--- src/rtl/vga_pattern_gen.sv ---
`default_nettype none
// ============================================================================
//  Module   : vga_pattern_gen
//  Brief    : Parametrised VGA timing generator with four selectable test
//             patterns, pixel-enable pacing and a wrapping frame counter.
//  Revision : 1.0  initial release
// ============================================================================
module vga_pattern_gen #(
    parameter int H_ACTIVE   = 640,
    parameter int H_FP       = 16,
    parameter int H_SYNC     = 96,
    parameter int H_BP       = 48,
    parameter int V_ACTIVE   = 480,
    parameter int V_FP       = 10,
    parameter int V_SYNC     = 2,
    parameter int V_BP       = 33,
    parameter bit HSYNC_POL  = 1'b0,
    parameter bit VSYNC_POL  = 1'b0,
    parameter int COLOR_W    = 4,
    parameter int CHECK_LOG2 = 5,
    parameter int FRAME_W    = 8,
    parameter int CNT_W      = 11
) (
    input  logic               clk,
    input  logic               rst_n,
    input  logic               pix_ce,
    input  logic [1:0]         mode,
    output logic [COLOR_W-1:0] red,
    output logic [COLOR_W-1:0] green,
    output logic [COLOR_W-1:0] blue,
    output logic               hsync,
    output logic               vsync,
    output logic               de,
    output logic               frame_start,
    output logic [CNT_W-1:0]   x,
    output logic [CNT_W-1:0]   y,
    output logic [FRAME_W-1:0] frame_cnt
);

    localparam int c_H_TOTAL = H_ACTIVE + H_FP + H_SYNC + H_BP;
    localparam int c_V_TOTAL = V_ACTIVE + V_FP + V_SYNC + V_BP;
    localparam int c_SUM_W   = ((CNT_W > FRAME_W) ? CNT_W : FRAME_W) + 1;

    localparam logic [CNT_W-1:0] c_X_LAST   = CNT_W'(c_H_TOTAL - 1);
    localparam logic [CNT_W-1:0] c_Y_LAST   = CNT_W'(c_V_TOTAL - 1);
    localparam logic [CNT_W-1:0] c_H_ACT    = CNT_W'(H_ACTIVE);
    localparam logic [CNT_W-1:0] c_V_ACT    = CNT_W'(V_ACTIVE);
    localparam logic [CNT_W-1:0] c_HS_START = CNT_W'(H_ACTIVE + H_FP);
    localparam logic [CNT_W-1:0] c_HS_END   = CNT_W'(H_ACTIVE + H_FP + H_SYNC - 1);
    localparam logic [CNT_W-1:0] c_VS_START = CNT_W'(V_ACTIVE + V_FP);
    localparam logic [CNT_W-1:0] c_VS_END   = CNT_W'(V_ACTIVE + V_FP + V_SYNC - 1);
    localparam logic [CNT_W-1:0] c_BAR3_1   = CNT_W'(H_ACTIVE / 3);
    localparam logic [CNT_W-1:0] c_BAR3_2   = CNT_W'((2 * H_ACTIVE) / 3);

    localparam logic [COLOR_W-1:0] c_FULL = {COLOR_W{1'b1}};
    localparam logic [COLOR_W-1:0] c_NONE = {COLOR_W{1'b0}};

    localparam logic [1:0] c_MODE_BARS3   = 2'd0;
    localparam logic [1:0] c_MODE_BARS8   = 2'd1;
    localparam logic [1:0] c_MODE_CHECKER = 2'd2;
    localparam logic [1:0] c_MODE_GRAD    = 2'd3;

    logic [CNT_W-1:0]   r_x;
    logic [CNT_W-1:0]   r_y;
    logic [FRAME_W-1:0] r_frame_cnt;
    logic [1:0]         r_mode_q;
    logic [COLOR_W-1:0] r_red;
    logic [COLOR_W-1:0] r_green;
    logic [COLOR_W-1:0] r_blue;
    logic               r_hsync;
    logic               r_vsync;
    logic               r_de;
    logic               r_frame_start;

    logic               w_line_end;
    logic               w_frame_end;
    logic               w_visible;
    logic               w_hs_on;
    logic               w_vs_on;
    logic [2:0]         w_bar8;
    logic [c_SUM_W-1:0] w_grad_sum;
    logic [COLOR_W-1:0] w_r;
    logic [COLOR_W-1:0] w_g;
    logic [COLOR_W-1:0] w_b;

    assign w_line_end  = (r_x == c_X_LAST);
    assign w_frame_end = w_line_end && (r_y == c_Y_LAST);
    assign w_visible   = (r_x < c_H_ACT) && (r_y < c_V_ACT);
    assign w_hs_on     = (r_x >= c_HS_START) && (r_x <= c_HS_END);
    assign w_vs_on     = (r_y >= c_VS_START) && (r_y <= c_VS_END);
    assign w_grad_sum  = c_SUM_W'(r_x) + c_SUM_W'(r_frame_cnt);

    // Bar index = number of the seven internal boundaries already passed.
    always_comb begin
        w_bar8 = 3'd0;
        for (int k = 1; k < 8; k++) begin
            if (r_x >= CNT_W'((k * H_ACTIVE) / 8)) begin
                w_bar8 = w_bar8 + 3'd1;
            end
        end
    end

    always_comb begin
        w_r = c_NONE;
        w_g = c_NONE;
        w_b = c_NONE;
        if (w_visible) begin
            case (r_mode_q)
                c_MODE_BARS3: begin
                    if (r_x < c_BAR3_1)      w_r = c_FULL;
                    else if (r_x < c_BAR3_2) w_g = c_FULL;
                    else                     w_b = c_FULL;
                end
                c_MODE_BARS8: begin
                    w_r = {COLOR_W{~w_bar8[1]}};
                    w_g = {COLOR_W{~w_bar8[2]}};
                    w_b = {COLOR_W{~w_bar8[0]}};
                end
                c_MODE_CHECKER: begin
                    w_r = {COLOR_W{r_x[CHECK_LOG2] ^ r_y[CHECK_LOG2]}};
                    w_g = w_r;
                    w_b = w_r;
                end
                c_MODE_GRAD: begin
                    w_r = COLOR_W'(w_grad_sum >> 4);
                    w_g = COLOR_W'(r_y >> 4);
                    w_b = COLOR_W'(r_frame_cnt >> 2);
                end
                default: begin
                    w_r = c_NONE;
                end
            endcase
        end
    end

    always_ff @(posedge clk or negedge rst_n) begin
        if (!rst_n) begin
            r_x           <= '0;
            r_y           <= '0;
            r_frame_cnt   <= '0;
            r_mode_q      <= c_MODE_BARS3;
            r_red         <= c_NONE;
            r_green       <= c_NONE;
            r_blue        <= c_NONE;
            r_hsync       <= ~HSYNC_POL;
            r_vsync       <= ~VSYNC_POL;
            r_de          <= 1'b0;
            r_frame_start <= 1'b0;
        end else begin
            r_frame_start <= pix_ce && (r_x == '0) && (r_y == '0);
            if (pix_ce) begin
                r_red   <= w_r;
                r_green <= w_g;
                r_blue  <= w_b;
                r_de    <= w_visible;
                r_hsync <= w_hs_on ? HSYNC_POL : ~HSYNC_POL;
                r_vsync <= w_vs_on ? VSYNC_POL : ~VSYNC_POL;
                if (w_line_end) begin
                    r_x <= '0;
                    r_y <= (r_y == c_Y_LAST) ? '0 : r_y + 1'b1;
                end else begin
                    r_x <= r_x + 1'b1;
                end
                // Mode only changes on the edge that returns the counters to (0,0).
                if (w_frame_end) begin
                    r_mode_q    <= mode;
                    r_frame_cnt <= r_frame_cnt + 1'b1;
                end
            end
        end
    end

    assign red         = r_red;
    assign green       = r_green;
    assign blue        = r_blue;
    assign hsync       = r_hsync;
    assign vsync       = r_vsync;
    assign de          = r_de;
    assign frame_start = r_frame_start;
    assign x           = r_x;
    assign y           = r_y;
    assign frame_cnt   = r_frame_cnt;

endmodule
`default_nettype wire

--- config.mk ---
export PLATFORM = sky130hd
export DESIGN_NAME = vga_pattern_gen
export DESIGN_NICKNAME = d
export VERILOG_FILES = /design/src/rtl/vga_pattern_gen.sv
export SDC_FILE = /design/constraint.sdc
export NUM_CORES = 1
export LEC_CHECK = 0
export BUFFER_PORTS_ARGS = -buffer_cell sky130_fd_sc_hd__buf_4
export CORE_MARGIN = 2
export CORE_UTILIZATION = 36
export DETAILED_ROUTE_END_ITERATION = 8
export MAX_ROUTING_LAYER = met4
export SLEW_MARGIN = 0
export SYNTH_ARGS = -nofsm -noshare
export SYNTH_HDL_FRONTEND = slang
export SYNTH_SLANG_ARGS = --single-unit
export TNS_END_PERCENT = 50
--- constraint.sdc ---
create_clock -name clk -period 5.6 [get_ports clk]
set_clock_uncertainty 0.1 [all_clocks]
set_input_delay 0.56 -clock clk [delete_from_list [all_inputs] [get_ports clk]]
set_output_delay 0.56 -clock clk [all_outputs]
set_load 0.01 [all_outputs]
==> impl_results.html <==
<table>
<tr><th>Metric</th><th>Value</th></tr>
<tr><th colspan="2">Outcome</th></tr>
<tr><td>Outcome</td><td>finished, final reports clean</td></tr>
<tr><th colspan="2">Placement</th></tr>
<tr><td>Gp weighted congestion</td><td>0.891</td></tr>
<tr><td>DP Wirelength</td><td>6660 um</td></tr>
<tr><td>Placed standard-cell area</td><td>3780 um^2</td></tr>
<tr><td>Port Buffers</td><td>50</td></tr>
<tr><th colspan="2">Route</th></tr>
<tr><td>Number of nets still failing antenna checks after routing</td><td>0</td></tr>
<tr><td>Length of the first detailed-routing pass in iterations</td><td>5</td></tr>
<tr><td>Via Count</td><td>3015</td></tr>
<tr><td>Overall routed net length</td><td>8900 um</td></tr>
<tr><td>DRC violation total after the first TritonRoute iteration</td><td>127</td></tr>
<tr><td>Mean routed wirelength per cell</td><td>17.1 um</td></tr>
<tr><td>DRC violation count after routing</td><td>0</td></tr>
<tr><td>Post-detailed-route via-to-cell ratio</td><td>5.79</td></tr>
<tr><th colspan="2">Clock network</th></tr>
<tr><td>H-tree depth</td><td>2</td></tr>
<tr><td>Root cell of the clock tree</td><td>sky130_fd_sc_hd__clkbuf_8</td></tr>
<tr><td>Hold-fix buffers at CTS</td><td>0</td></tr>
<tr><td>CTS clock-pin slew for the worst setup and hold paths</td><td>0.10 ns</td></tr>
<tr><td>Number of buffers added for setup after CTS</td><td>0</td></tr>
<tr><td>Longest Clk Path Bufs</td><td>2</td></tr>
<tr><td>Cells resized by post-CTS repair</td><td>0</td></tr>
<tr><td>TritonCTS clock tree</td><td>yes</td></tr>
<tr><td>Clock Sink Count</td><td>48</td></tr>
<tr><td>TritonCTS Buffers</td><td>5</td></tr>
<tr><td>Worst-skew pair later-pin latency</td><td>0.31 ns</td></tr>
<tr><th colspan="2">Global route</th></tr>
<tr><td>Global-route wire length before repair</td><td>14900 um</td></tr>
<tr><td>Number of antenna violations at the first check in global routing</td><td>0</td></tr>
<tr><td>Number of global-route vias before repair</td><td>2924</td></tr>
<tr><td>Global-route usage over all layers</td><td>19.0%</td></tr>
<tr><td>Total global routing overflow</td><td>0</td></tr>
<tr><td>Largest net degree at the start of global routing</td><td>49</td></tr>
<tr><th colspan="2">Synth</th></tr>
<tr><td>Post-Syn Area</td><td>3300 um^2</td></tr>
<tr><td>Most frequently used cell type in the post-synthesis netlist</td><td>sky130_fd_sc_hd__dfrtp_1</td></tr>
<tr><td>Cells taking the most area after synthesis</td><td>sky130_fd_sc_hd__dfrtp_1 (35%), sky130_fd_sc_hd__ha_1 (6.8%), sky130_fd_sc_hd__xnor2_1 (5.3%)</td></tr>
<tr><td>Most used standard cells in the synthesized netlist</td><td>sky130_fd_sc_hd__dfrtp_1 (46), sky130_fd_sc_hd__nand2_1 (36), sky130_fd_sc_hd__o21ai_0 (31), sky130_fd_sc_hd__a21oi_1 (20), sky130_fd_sc_hd__xnor2_1 (20)</td></tr>
<tr><td>Ys async rst share</td><td>100%</td></tr>
<tr><td>Cells after synthesis</td><td>366</td></tr>
<tr><td>Cell accounting for the most synthesized area</td><td>sky130_fd_sc_hd__dfrtp_1</td></tr>
<tr><td>Fraction of synthesized cell area taken by the top area cell type</td><td>34.9%</td></tr>
<tr><td>Average footprint of a synthesized cell</td><td>9.01 um^2</td></tr>
<tr><td>Post-synthesis register bit count</td><td>48</td></tr>
<tr><td>YS warnings</td><td>0</td></tr>
<tr><td>Count of flip-flops with a built-in enable after synthesis</td><td>0</td></tr>
<tr><td>Share of the yosys chip area belonging to registers</td><td>36.5%</td></tr>
<tr><td>Unique masters post-synth</td><td>59</td></tr>
<tr><td>Prevailing post-synth register cell</td><td>sky130_fd_sc_hd__dfrtp_1</td></tr>
<tr><td>Syn Nets</td><td>389</td></tr>
<tr><th colspan="2">Worst setup path</th></tr>
<tr><td>Cell type group with the largest total delay on the critical path</td><td>simple AND/OR/NAND/NOR gates</td></tr>
<tr><td>Reg-to-reg critical path endpoint</td><td>green[0]</td></tr>
<tr><td>CP max-delay cell</td><td>sky130_fd_sc_hd__dfrtp_1</td></tr>
<tr><td>Worst Path Required</td><td>5.68 ns</td></tr>
<tr><td>Longest individual stage delay on the worst path</td><td>0.52 ns</td></tr>
<tr><td>Maximum fanout count along the critical path</td><td>12</td></tr>
<tr><td>Ordered list of cells on the worst path</td><td>or3_1 &gt; nor3b_1 &gt; inv_1 &gt; ha_1 &gt; nor3_1 &gt; nor2_1 &gt; ha_1 &gt; o21ai_0 &gt; o31ai_1 &gt; xor2_1 &gt; mux2i_1 &gt; ha_1 &gt; mux2_2 &gt; ha_1 &gt; nand2b_1 &gt; xnor3_1 &gt; mux2i_1 &gt; a22oi_1</td></tr>
<tr><td>Crit path launch type</td><td>flop</td></tr>
<tr><td>Kind of end point of the critical path</td><td>flop</td></tr>
<tr><td>Source of the worst register-to-register timing path</td><td>x[9]</td></tr>
<tr><td>Timing endpoint of the critical path</td><td>green[0]</td></tr>
<tr><td>Arrival @ worst endpoint</td><td>5.08 ns</td></tr>
<tr><td>FF-to-FF setup slack</td><td>0.60 ns</td></tr>
<tr><td>Cell repeated most along the worst path</td><td>sky130_fd_sc_hd__ha_1</td></tr>
<tr><td>Cells on worst reg2reg path</td><td>18</td></tr>
<tr><td>Number of buffers and inverters on the critical path</td><td>1</td></tr>
<tr><td>Start point of the critical path</td><td>x[9]</td></tr>
<tr><td>Classification of the worst setup path</td><td>flop to flop</td></tr>
<tr><td>Stages on the worst setup path</td><td>18</td></tr>
<tr><th colspan="2">Timing</th></tr>
<tr><td>Final cycle utilization of the critical path</td><td>89.3%</td></tr>
<tr><td>Total of endpoints with negative setup slack in the final report</td><td>0</td></tr>
<tr><td>Minimum period implied by the final worst setup slack</td><td>5.00 ns</td></tr>
<tr><td>Actual transition at the worst max-transition pin</td><td>1.03 ns</td></tr>
<tr><td>Worst max-slew margin expressed relative to the limit</td><td>29.6%</td></tr>
<tr><td>Highest achievable clock rate</td><td>0.200 GHz</td></tr>
<tr><td>RSZ-0062 raised after global routing</td><td>false</td></tr>
<tr><td>Max-slew violation count</td><td>0</td></tr>
<tr><td>Hold Vio Cnt, Final</td><td>0</td></tr>
<tr><td>Setup TNS</td><td>0 ns</td></tr>
<tr><th colspan="2">Die</th></tr>
<tr><td>Die H</td><td>99.7 um</td></tr>
<tr><td>Floorplan Core Area</td><td>8810 um^2</td></tr>
<tr><td>I/O pin count</td><td>51</td></tr>
<tr><td>Starting density of the core</td><td>37.5%</td></tr>
<tr><td>Die width</td><td>99.7 um</td></tr>
<tr><td>Die Area</td><td>9940 um^2</td></tr>
<tr><td>Row count</td><td>34</td></tr>
<tr><th colspan="2">Worst hold path</th></tr>
<tr><td>Kind of path behind the tightest hold check</td><td>input port to asynchronous set/reset pin</td></tr>
<tr><th colspan="2">Finish</th></tr>
<tr><td>Diode count</td><td>0</td></tr>
<tr><td>Proportion of layout cells with a drive suffix above 1</td><td>19.1%</td></tr>
<tr><td>Final Cell Area</td><td>3890 um^2</td></tr>
<tr><td>Layout Area Growth over Synthesis</td><td>18.1%</td></tr>
<tr><td>Number of nets in the layout</td><td>435</td></tr>
<tr><th colspan="2">Pwr</th></tr>
<tr><td>Maximum resistive drop on vdd</td><td>0.173 mV</td></tr>
<tr><td>Power per cell area</td><td>320 nW/um^2</td></tr>
<tr><td>Lkg Pwr</td><td>1.76 nW</td></tr>
<tr><th colspan="2">Flow run</th></tr>
<tr><td>Number of max-cap violations</td><td>0</td></tr>
</table>
[flip-flops by register name, summed over array words and instances, names as in the netlist]
name,count
x,11
y,11
frame_cnt,8
blue,4
green,4
red,4
r_mode_q,2
de,1
frame_start,1
hsync,1
vsync,1
[power by group]
part           switching (mW)  internal (mW)
Clock                   0.131          0.135
Sequential             0.0572          0.400
Combinational           0.287          0.238
[layout by cell type (no fill, tap or decap), types with 3 or more instances in the layout]
| cell | instances |
|---|---|
| sky130_fd_sc_hd__inv_1 | 17 |
| sky130_fd_sc_hd__ha_1 | 18 |
| sky130_fd_sc_hd__clkbuf_8 | 5 |
| sky130_fd_sc_hd__or3_1 | 6 |
| sky130_fd_sc_hd__and4_1 | 3 |
| sky130_fd_sc_hd__nor4_1 | 6 |
| sky130_fd_sc_hd__nand2b_1 | 5 |
| sky130_fd_sc_hd__nand3_1 | 13 |
| sky130_fd_sc_hd__nor3_1 | 5 |
| sky130_fd_sc_hd__o31ai_1 | 5 |
| sky130_fd_sc_hd__a21oi_1 | 20 |
| sky130_fd_sc_hd__o2bb2ai_1 | 4 |
| sky130_fd_sc_hd__o2111ai_1 | 3 |
| sky130_fd_sc_hd__mux2_2 | 4 |
| sky130_fd_sc_hd__and2_1 | 3 |
| sky130_fd_sc_hd__mux2i_1 | 3 |
| sky130_fd_sc_hd__a211oi_1 | 4 |
| sky130_fd_sc_hd__nor2_1 | 16 |
| sky130_fd_sc_hd__xnor2_1 | 20 |
| sky130_fd_sc_hd__nor2b_1 | 6 |
| sky130_fd_sc_hd__dfrtp_1 | 46 |
| sky130_fd_sc_hd__a221oi_1 | 4 |
| sky130_fd_sc_hd__o21ai_0 | 31 |
| sky130_fd_sc_hd__a22oi_1 | 4 |
| sky130_fd_sc_hd__nand4_1 | 5 |
| sky130_fd_sc_hd__a21o_1 | 3 |
| sky130_fd_sc_hd__a31oi_1 | 3 |
| sky130_fd_sc_hd__xor2_1 | 10 |
| sky130_fd_sc_hd__buf_4 | 56 |
| sky130_fd_sc_hd__nand2_1 | 36 |
| sky130_fd_sc_hd__and3_1 | 9 |
| sky130_fd_sc_hd__o21a_1 | 3 |
[logic make-up (layout without fill, tap and decap cells)]
kind of cell	count (synthesis)	after routing	share of synthesized area, %
AOI/OAI and AO/OA	99	99	19.5
muxes	7	7	2.28
buffers and inverters	34	81	4.21
and+or+nand+nor	128	128	21.4
DFF	48	48	36.5
xor gates and xnor gates	32	32	9.33
adders and majority gates	18	18	6.83
[worst register-to-register path: stages, from the launching register on]
cell                       delay (ns)
sky130_fd_sc_hd__dfrtp_1         0.52
sky130_fd_sc_hd__or3_1           0.47
sky130_fd_sc_hd__nor3b_1         0.39
sky130_fd_sc_hd__inv_1           0.13
sky130_fd_sc_hd__ha_1            0.23
sky130_fd_sc_hd__nor3_1          0.36
sky130_fd_sc_hd__nor2_1          0.10
sky130_fd_sc_hd__ha_1            0.28
sky130_fd_sc_hd__o21ai_0         0.07
sky130_fd_sc_hd__o31ai_1         0.08
sky130_fd_sc_hd__xor2_1          0.28
sky130_fd_sc_hd__mux2i_1         0.14
sky130_fd_sc_hd__ha_1            0.33
sky130_fd_sc_hd__mux2_2          0.27
sky130_fd_sc_hd__ha_1            0.19
sky130_fd_sc_hd__nand2b_1        0.07
sky130_fd_sc_hd__xnor3_1         0.39
sky130_fd_sc_hd__mux2i_1         0.34
sky130_fd_sc_hd__a22oi_1         0.13
[per-stage QoR]
step / hold WS, ns / total power [mW] / cells / util [%] / setup slack, ns
floorplan: 0.164 / 0.783 / 366 / - / 1.06
global placement: 0.385 / 0.974 / 513 / 42.9 / 0.918
detailed placement: 0.377 / 0.987 / 513 / 42.9 / 0.691
CTS: 0.190 / 1.25 / 521 / 44.2 / 0.672
global route: 0.206 / 1.33 / 521 / 44.2 / 0.106
finish: 0.159 / 1.25 / 521 / 44.2 / 0.597
[worst min path at each step]
| stage | from | end | cells after the start |
|---|---|---|---|
| finish | rst_n | x[3] | 1 |
| global route | rst_n | x[3] | 1 |
| CTS | rst_n | y[7] | 1 |
| detailed placement | blue[0] | blue[0] | 1 |
| global placement | de | de | 1 |
| floorplan | rst_n | blue[0] | 0 |
[final cells by class]
cell class	instances	area, um^2
multi-input cells	284	1960
clock buffers	5	68.8
fillers	860	4910
flip-flops and latches	48	1200
inverters	17	63.8
well taps	108	135
clock inverters	3	46.3
repair buffers	56	420
[per-layer routing]
metal | up-vias | global-route usage [%] | wire (um)
met5 | - | - | 0
li1 | 1429 | - | -
met2 | 78 | 30.6 | 4320
met1 | 1498 | 25.8 | 4150
met3 | 10 | 1.76 | 296
met4 | 0 | 5.27 | 133
Note: power is estimated with default switching activity, not from simulation.
